<file path="config.mk">
export PLATFORM = sky130hd
export DESIGN_NAME = pipeline_hazard_unit
export DESIGN_NICKNAME = d
export VERILOG_FILES = /design/src/rtl/pipeline_hazard_unit_pkg.sv /design/src/rtl/pipeline_hazard_unit_hz_match.sv /design/src/rtl/pipeline_hazard_unit.sv
export SDC_FILE = /design/constraint.sdc
export NUM_CORES = 1
export LEC_CHECK = 0
export ABC_AREA = 1
export BUFFER_PORTS_ARGS = -buffer_cell sky130_fd_sc_hd__buf_2
export CORE_MARGIN = 3
export CORE_UTILIZATION = 49
export CTS_BUF_LIST = sky130_fd_sc_hd__clkbuf_2 sky130_fd_sc_hd__clkbuf_4 sky130_fd_sc_hd__clkbuf_8
export DETAILED_ROUTE_END_ITERATION = 6
export HOLD_SLACK_MARGIN = 0.1
export PLACE_DENSITY = 0.67
export SYNTH_ARGS = -nofsm -noshare
export SYNTH_HDL_FRONTEND = slang
export SYNTH_HIERARCHICAL = 1
export SYNTH_SLANG_ARGS = --single-unit
</file>
<file path="constraint.sdc">
create_clock -name clk_i -period 6.5 [get_ports clk_i]
set_input_delay 1.3 -clock clk_i [delete_from_list [all_inputs] [get_ports clk_i]]
set_output_delay 1.3 -clock clk_i [all_outputs]
set_load 0.02 [all_outputs]
</file>
<file path="src/rtl/pipeline_hazard_unit_pkg.sv">
// Shared types for the hazard unit: the in-flight slot record and fixed select codes.
package hazard_pkg;
  localparam int HZ_ADDR_W_MAX  = 8;  // slot address fields are sized for the widest supported REG_ADDR_W
  localparam int HZ_RDY_W       = 4;
  localparam int FWD_SEL_RF     = 0;
  localparam int ALU_READY_SLOT = 1;

  typedef struct packed {
    logic                     valid;
    logic                     reg_write;
    logic [HZ_ADDR_W_MAX-1:0] rd;
    logic [HZ_RDY_W-1:0]      ready_slot;
    logic [HZ_ADDR_W_MAX-1:0] rs;
    logic [HZ_ADDR_W_MAX-1:0] rt;
    logic                     use_rs;
    logic                     use_rt;
  } hz_slot_t;
endpackage

</file>
<file path="src/rtl/pipeline_hazard_unit_hz_match.sv">
// Youngest-writer lookup: lowest slot index whose writer destination equals addr_i.
module hz_match #(
  parameter int N  = 2,
  parameter int AW = 5,
  parameter int IW = 2
) (
  input  logic [AW-1:0]        addr_i,
  input  logic                 en_i,
  input  logic [N-1:0]         wr_vld_i,
  input  logic [N-1:0][AW-1:0] wr_rd_i,
  output logic                 hit_o,
  output logic [IW-1:0]        idx_o
);
  always_comb begin
    hit_o = 1'b0;
    idx_o = '0;
    for (int k = N - 1; k >= 0; k--) begin
      if (en_i && wr_vld_i[k] && (wr_rd_i[k] == addr_i)) begin
        hit_o = 1'b1;
        idx_o = IW'(k);
      end
    end
  end
endmodule

</file>
<file path="src/rtl/pipeline_hazard_unit.sv">
// Scoreboard-based stall/forward unit for an EX..WB back-end of configurable depth.
// Optional branch-in-ID stall and IF/ID flush under `HZ_BRANCH_FLUSH_EN.
module pipeline_hazard_unit
  import hazard_pkg::*;
#(
  parameter int REG_ADDR_W = 5,
  parameter int FWD_DEPTH  = 2,
  parameter int LOAD_LAT   = 1,
  localparam int SEL_W     = $clog2(FWD_DEPTH + 1)
) (
  input  logic                  clk_i,
  input  logic                  rst_n_i,
  input  logic                  id_valid_i,
  input  logic [REG_ADDR_W-1:0] id_rs_i,
  input  logic [REG_ADDR_W-1:0] id_rt_i,
  input  logic                  id_use_rs_i,
  input  logic                  id_use_rt_i,
  input  logic [REG_ADDR_W-1:0] id_rd_i,
  input  logic                  id_reg_write_i,
  input  logic                  id_is_load_i,
  output logic                  stall_o,
  output logic [SEL_W-1:0]      fwd_a_o,
  output logic [SEL_W-1:0]      fwd_b_o
`ifdef HZ_BRANCH_FLUSH_EN
  ,
  input  logic                  id_is_branch_i,
  input  logic                  id_branch_taken_i,
  output logic                  flush_o
`endif
);
  hz_slot_t [FWD_DEPTH:0] slot_q, slot_d;

  logic [FWD_DEPTH:0]                    wr_vld;
  logic [FWD_DEPTH:0][HZ_ADDR_W_MAX-1:0] wr_rd;
  logic                                  slot_unused;

  always_comb begin
    slot_unused = 1'b0;
    for (int k = 0; k <= FWD_DEPTH; k++) begin
      wr_vld[k] = slot_q[k].valid & slot_q[k].reg_write & (|slot_q[k].rd);
      wr_rd[k]  = slot_q[k].rd;
      if (k > 0)
        slot_unused = slot_unused ^ (^{slot_q[k].rs, slot_q[k].rt, slot_q[k].use_rs, slot_q[k].use_rt});
    end
  end

  logic             id_a_hit, id_b_hit, ex_a_hit, ex_b_hit;
  logic [SEL_W-1:0] id_a_idx, id_b_idx, ex_a_idx, ex_b_idx;

  hz_match #(.N(FWD_DEPTH+1), .AW(HZ_ADDR_W_MAX), .IW(SEL_W)) u_id_a (
    .addr_i(HZ_ADDR_W_MAX'(id_rs_i)), .en_i(id_use_rs_i), .wr_vld_i(wr_vld), .wr_rd_i(wr_rd),
    .hit_o(id_a_hit), .idx_o(id_a_idx));
  hz_match #(.N(FWD_DEPTH+1), .AW(HZ_ADDR_W_MAX), .IW(SEL_W)) u_id_b (
    .addr_i(HZ_ADDR_W_MAX'(id_rt_i)), .en_i(id_use_rt_i), .wr_vld_i(wr_vld), .wr_rd_i(wr_rd),
    .hit_o(id_b_hit), .idx_o(id_b_idx));

  // EX consumer sits in slot 0; its sources are the slots behind it (index 0 here = stage 1).
  hz_match #(.N(FWD_DEPTH), .AW(HZ_ADDR_W_MAX), .IW(SEL_W)) u_ex_a (
    .addr_i(slot_q[0].rs), .en_i(slot_q[0].valid & slot_q[0].use_rs),
    .wr_vld_i(wr_vld[FWD_DEPTH:1]), .wr_rd_i(wr_rd[FWD_DEPTH:1]),
    .hit_o(ex_a_hit), .idx_o(ex_a_idx));
  hz_match #(.N(FWD_DEPTH), .AW(HZ_ADDR_W_MAX), .IW(SEL_W)) u_ex_b (
    .addr_i(slot_q[0].rt), .en_i(slot_q[0].valid & slot_q[0].use_rt),
    .wr_vld_i(wr_vld[FWD_DEPTH:1]), .wr_rd_i(wr_rd[FWD_DEPTH:1]),
    .hit_o(ex_b_hit), .idx_o(ex_b_idx));

  logic a_late, b_late, br_late;

  always_comb begin
    a_late  = id_a_hit && ((int'(id_a_idx) + 1) < int'(slot_q[id_a_idx].ready_slot));
    b_late  = id_b_hit && ((int'(id_b_idx) + 1) < int'(slot_q[id_b_idx].ready_slot));
    br_late = 1'b0;
`ifdef HZ_BRANCH_FLUSH_EN
    // ID compare has no bypass: anything short of WB must drain first.
    br_late = id_is_branch_i &&
              ((id_a_hit && (int'(id_a_idx) < FWD_DEPTH)) ||
               (id_b_hit && (int'(id_b_idx) < FWD_DEPTH)));
`endif
    stall_o = id_valid_i & (a_late | b_late | br_late);
    fwd_a_o = ex_a_hit ? ex_a_idx + SEL_W'(1) : SEL_W'(FWD_SEL_RF);
    fwd_b_o = ex_b_hit ? ex_b_idx + SEL_W'(1) : SEL_W'(FWD_SEL_RF);
  end

`ifdef HZ_BRANCH_FLUSH_EN
  assign flush_o = id_branch_taken_i & id_is_branch_i & ~stall_o;
`endif

  always_comb begin
    slot_d[0] = '0;
    if (id_valid_i && !stall_o) begin
      slot_d[0].valid      = 1'b1;
      slot_d[0].reg_write  = id_reg_write_i;
      slot_d[0].rd         = HZ_ADDR_W_MAX'(id_rd_i);
      slot_d[0].ready_slot = id_is_load_i ? HZ_RDY_W'(1 + LOAD_LAT) : HZ_RDY_W'(ALU_READY_SLOT);
      slot_d[0].rs         = HZ_ADDR_W_MAX'(id_rs_i);
      slot_d[0].rt         = HZ_ADDR_W_MAX'(id_rt_i);
      slot_d[0].use_rs     = id_use_rs_i;
      slot_d[0].use_rt     = id_use_rt_i;
    end
    for (int k = 1; k <= FWD_DEPTH; k++) slot_d[k] = slot_q[k-1];
  end

  always_ff @(posedge clk_i or negedge rst_n_i) begin
    if (!rst_n_i) slot_q <= '0;
    else          slot_q <= slot_d;
  end

  // A forwarded source must already hold its result.
  always @(posedge clk_i) begin
    if (rst_n_i) begin
      fwd_a_ready_a: assert (!(ex_a_hit && (int'(fwd_a_o) < int'(slot_q[fwd_a_o].ready_slot))));
      fwd_b_ready_a: assert (!(ex_b_hit && (int'(fwd_b_o) < int'(slot_q[fwd_b_o].ready_slot))));
    end
  end
endmodule

</file>
# [Word level (Yosys, flattened, before mapping)]
# Index checks and enable logic that the tools add are counted.
# Widths: inputs -> output; s select.
[word_totals] word_cells=107 out_inout_bits=5 in_bits=22 ff_bits=96
[op_classes] bitwise=10 n_lt_le_gt_ge=4 n_eq_ne=10 muxes=28 n_reduce_logical=27 add_sub_neg=4
[ops] operator="$bmux 32 s2" count=2
[ops] operator="$eq 8x5->1" count=6
[ops] operator="$mux 22" count=2
[ops] operator="$eq 8x8->1" count=4
[ops] operator="$mux 32" count=1
[ops] operator="$reduce_or 8->1" count=3
[ops] operator="$logic_and 1x1->1" count=23
[ops] operator="$mux 2" count=9
[ops] operator="$mux 1" count=14
[ops] operator="$and 1x1->1" count=9
[ops] operator="$lt 3x4->1" count=2
[ops] operator="$add 2x1->3 const B" count=2
[ops] operator="$lt 2x3->1 const B" count=2
[ops] operator="$add 2x1->2 const B" count=2
[ops] operator="$logic_not 1->1" count=1
[ops] operator="$or 1x1->1" count=1

# [Depth between registers and ports, before layout]
[logic_depth] depth_word=16 mapped_depth=20 mapped_depth_nobuf=19

# [Hierarchy]
# Netlist, hierarchy kept.
[by_module_without_submodules] module="pipeline_hazard_unit" area_each_um2=1477.7 instances=1 cells_per_inst=135
[by_module_without_submodules] module="hz_match at u_id_a ..." area_each_um2=469.2 instances=2 cells_per_inst=92
[by_module_without_submodules] module="hz_match at u_ex_a ..." area_each_um2=335.3 instances=2 cells_per_inst=78

# [Worst setup path after synthesis]
# Ideal clock, no wire load.
[synth_path] kind="input port to output port" start="in id_rt_i[2]" end="out stall_o" arrival_time_ps=2997 required_ps=5200 path_slack_ps=2203 cell_stages=9 n_path_buf=0 path_cell_list="xor2_1 -> nor3_2 -> nand2_2 -> a21oi_2 -> ha_1 -> ha_1 -> nor3_2 -> nand2_2 -> a21boi_1"
[synth_via] elab_cells_between_ends=19
[synth_lines] element="start, declared" line="pipeline_hazard_unit.sv:15" rtl="input logic [REG_ADDR_W-1:0] id_rt_i,"
[synth_lines] element="$eq 8x5->1" line="pipeline_hazard_unit_hz_match.sv:18" rtl="if (en_i && wr_vld_i[k] && (wr_rd_i[k] == addr_i)) begin"
[synth_lines] element="$logic_and 1x1->1" line="pipeline_hazard_unit_hz_match.sv:18"
[synth_lines] element="$mux 2" line="pipeline_hazard_unit_hz_match.sv:18"
[synth_lines] element="$mux 2 (*)" line="pipeline_hazard_unit_hz_match.sv:18"
[synth_lines] element="named net id_b_idx[0]" line="pipeline_hazard_unit.sv:48" rtl="logic [SEL_W-1:0] id_a_idx, id_b_idx, ex_a_idx, ex_b_idx;"
[synth_lines] element="$bmux 32 s2" line="pipeline_hazard_unit.sv:71" rtl="b_late = id_b_hit && ((int'(id_b_idx) + 1) < int'(slot_q[id_b_idx].ready_slot));"
[synth_lines] element="$mux 22 (not written as such)" line="pipeline_hazard_unit.sv:71"
[synth_lines] element="$lt 3x4->1 (*)" line="pipeline_hazard_unit.sv:71"
[synth_lines] element="$logic_and 1x1->1 (*)" line="pipeline_hazard_unit.sv:71"
[synth_lines] element="$or 1x1->1 (*)" line="pipeline_hazard_unit.sv:79" rtl="stall_o = id_valid_i & (a_late | b_late | br_late);"
[synth_lines] element="$and 1x1->1 (*)" line="pipeline_hazard_unit.sv:79"
[synth_lines] element="end, declared" line="pipeline_hazard_unit.sv:21" rtl="output logic stall_o,"
# Mark *: on every way through the listed nets, which the timed path passes. The rest lies on a longest branch. The select of a mux whose other input is x is not followed.

# [Final worst setup path]
[layout_path] start="in id_rs_i[3]" end="out stall_o"
[layout_via] elab_cells_between_ends=19
[layout_lines] element="start, declared" line="pipeline_hazard_unit.sv:14" rtl="input logic [REG_ADDR_W-1:0] id_rs_i,"
[layout_lines] element="$eq 8x5->1" line="pipeline_hazard_unit_hz_match.sv:18"
[layout_lines] element="$logic_and 1x1->1" line="pipeline_hazard_unit_hz_match.sv:18"
[layout_lines] element="$mux 2" line="pipeline_hazard_unit_hz_match.sv:18"
[layout_lines] element="$mux 2 (*)" line="pipeline_hazard_unit_hz_match.sv:18"
[layout_lines] element="named net id_a_idx[0]" line="pipeline_hazard_unit.sv:48"
[layout_lines] element="$bmux 32 s2" line="pipeline_hazard_unit.sv:70" rtl="a_late = id_a_hit && ((int'(id_a_idx) + 1) < int'(slot_q[id_a_idx].ready_slot));"
[layout_lines] element="$mux 22 (not written as such)" line="pipeline_hazard_unit.sv:70"
[layout_lines] element="$lt 3x4->1 (*)" line="pipeline_hazard_unit.sv:70"
[layout_lines] element="$logic_and 1x1->1 (*)" line="pipeline_hazard_unit.sv:70"
[layout_lines] element="$or 1x1->1 (*)" line="pipeline_hazard_unit.sv:79"
[layout_lines] element="$and 1x1->1 (*)" line="pipeline_hazard_unit.sv:79"
# Marks and branches as above.

==> run metrics <==
asr flop ratio synth=100%; Clk network pwr share=about a third; CTS resizes=0; Root Buffer=clkbuf_8; Routed Antenna Nets=0; gp weighted congestion=0.837; P&R area growth vs syn=19.2%; DP Wirelength=5.10 mm; Mean Syn Cell Area=6.50 µm²; initial antenna violation count=0; H-tree Lvls=2; share of cells above drive strength 1=between 15 and 20%; area share of the largest cell type after synthesis=30.8%; Buf/Inv on CP=3; Yosys cell types=31; Flop pwr share=48.2%; Clock Tree Buf Depth=2; final period utilization=69.6%; VDD IR-drop max=0.000109 V; crit path cell chain=buf_2 > inv_2 > nand2_1 > nand2_1 > nor2_1 > nand2_1 > nor2_2 > nand2_2 > a21oi_2 > ha_1 > ha_1 > nor3b_2 > nand2_2 > a21boi_1 > buf_2; yosys warns=6; CP dominant cell by count=nand2_1; cells after synthesis=about 480; most frequent cells in the layout=nand2_1 (147), inv_1 (87), conb_1 (86); total wire length=6.29 mm; MaxCap Viol Count=0; port bufs=26; Tot Pwr=approximately 550 µW; Final Slew Violations=0; Sum Neg Setup Slack=0 ps; vias per cell=4.07; P_int=approximately 380 µW; Setup Viol. Count Final=0; fmax=~220 MHz; Top FF cell, synth=dfrtp_1; top cell type by total area after synthesis=dfrtp_1; Layout Nets=613; total die area=7290 µm²; Seq/Total Area, Yosys=30.8%; number of diodes=0; Hold WC Path Type=register to register; chip height=around 85 µm; Worst-Skew Late Latency=290 ps; Post-CTS Hold Fix Bufs=0; Die X=85.4 µm; Post-synth EDFFs=0; all-layer global routing usage=19.1%; CTS tree=done; Hold Vio Cnt, Final=0; Comb power frac=between 20% and 30%; DR pass1 iterations=4; WP data required=5200 ps; clock skew=roughly 7.9 ps; total CTS buffers=5; clock slew at reported path FFs=80 ps; Post-route DRC=0; cell row count=28; pin count of the biggest net entering global routing=39; family with the most delay on the worst path=simple AND/OR/NAND/NOR gates; Netlist Area Pre-Place=3090 µm²; WL/cell=9.49 µm; Top Ports=27; Switching Fraction=30.7%; clock sinks=38; RSZ-0062 raised after global routing=false; status=complete, no violations; Net Switching=169 µW; post-CTS setup buffers=0; crit path max fanout=5; core area=6030 µm²; global-route wire length before repair=about 11 mm; commonest non-fill, non-tap cell in the layout=nand2_1; Leak=roughly 0.0021 µW; Arrival @ worst endpoint=between 3000 and 4000 ps; vias in the first global route=2,584; grt ovf=0; Worst-Margin Slew=roughly 800 ps; number of synthesized register bits=38; CP Capture Type=output pin; Worst R2R Setup Slack=approximately 3500 ps; critical path class=input pin to output pin; Initial Utilization=51.2%; Area contributors post-synth=dfrtp_1 (31%), nand2_1 (18%), inv_1 (11%); pwr/cell area=149 nW/µm²; CP max-delay cell=ha_1; Iter 0 DRT Violations=73; CP Launch Type=input pin; min cycle time layout=4520 ps; Rel. slew slack=45.7%; slowest stage delay, CP=270 ps; Via Count=between 2,000 and 3,000
## kinds of logic after synthesis
kind of cell	synth area share, %
AND/OR/NAND/NOR	42.0
buffers and inverters	13.1
AO/OA/AOI/OAI	4.13
flip-flops	30.8
other	0.365
XOR/XNOR	7.94
adder cells (fa/ha/maj)	1.62
## metrics by stage
| stage | hold slack [ps] | worst slack, ps | util [%] | cells | instance area (µm²) |
|---|---|---|---|---|---|
| after floorplan | 331 | 2200 | - | 558 | 3400 |
| after global placement | 339 | 2000 | 59.5 | 655 | 3580 |
| after CTS | 358 | 1960 | 61.1 | 663 | 3680 |
| after global routing | 361 | 1740 | 61.1 | 663 | 3680 |
| final | 357 | 1980 | 61.1 | 663 | 3680 |
| after detailed placement | 342 | 1970 | 59.5 | 655 | 3580 |
## routing by layer
metal  share of wire [%]  vias up  GRT usage, %  wire, µm
met4                0.94        0          5.18        59
met3                 2.4        6          2.23       149
li1                    -     1523             -         -
met2                  51       30          36.2      3230
met1                  45     1139          22.6      2850
met5                   0        -             0         0
## sequential cells by signal (all words and copies together), names as in the netlist
name,count
slot_d,30
slot_q,8
## path summary, 6_finish.rpt
path | endpoint | cells past startpoint | from
setup / recovery | stall_o | 15 | id_rs_i[3]
hold / removal | slot_d[82] | 0 | slot_d[50]
setup reg to reg | slot_d[36] | 15 | slot_d[87]
hold reg to reg | slot_d[82] | 0 | slot_d[50]
max in group asynchronous | slot_d[37] | 1 | rst_n_i
min in group asynchronous | slot_d[32] | 1 | rst_n_i
## Yosys cell counts, types with 3 or more instances
| library cell | n |
|---|---|
| nor2_4 | 4 |
| o21ai_0 | 4 |
| a21oi_1 | 4 |
| nor2_1 | 54 |
| nand2_1 | 147 |
| nor3_2 | 3 |
| ha_1 | 4 |
| conb_1 | 3 |
| inv_1 | 87 |
| nor3_1 | 5 |
| xnor2_1 | 16 |
| xor2_1 | 12 |
| dfrtp_1 | 38 |
| inv_2 | 11 |
| nor2_2 | 27 |
| nand2_2 | 8 |
| nand3_1 | 19 |
| or2_1 | 6 |
## power by group through the flow
stage / clock [µW] / sequential, µW / combinational [µW]
floorplan: 0 / 264 / 85.9
global placement: 0 / 270 / 108
detailed placement: 0 / 270 / 109
CTS: 176 / 265 / 110
global route: 183 / 267 / 131
finish: 173 / 265 / 112
## cell type report
| class | count | area [µm²] |
|---|---|---|
| Fill cell | 611 | 2350 |
| Multi-Input combinational cell | 418 | 2040 |
| Sequential cell | 38 | 951 |
| Inverter | 98 | 368 |
| Timing Repair Buffer | 26 | 130 |
| Tap cell | 75 | 93.8 |
| Clock buffer | 7 | 90.1 |
| Clock inverter | 1 | 5.00 |
## worst reg2reg max path, cell delays in order (launching register included)
cell and delay (ps):
dfrtp_1 590, nor2_1 100, nand2_1 90, nand3_1 60
inv_1 130, nand2_1 90, o21bai_1 170, nor3_2 140
nand2_2 90, a21oi_2 200, ha_1 270, ha_1 200
nor3_2 200, nand2_2 100, nand3_4 330, nor2_2 70
Note: power is estimated with default switching activity, not from simulation.
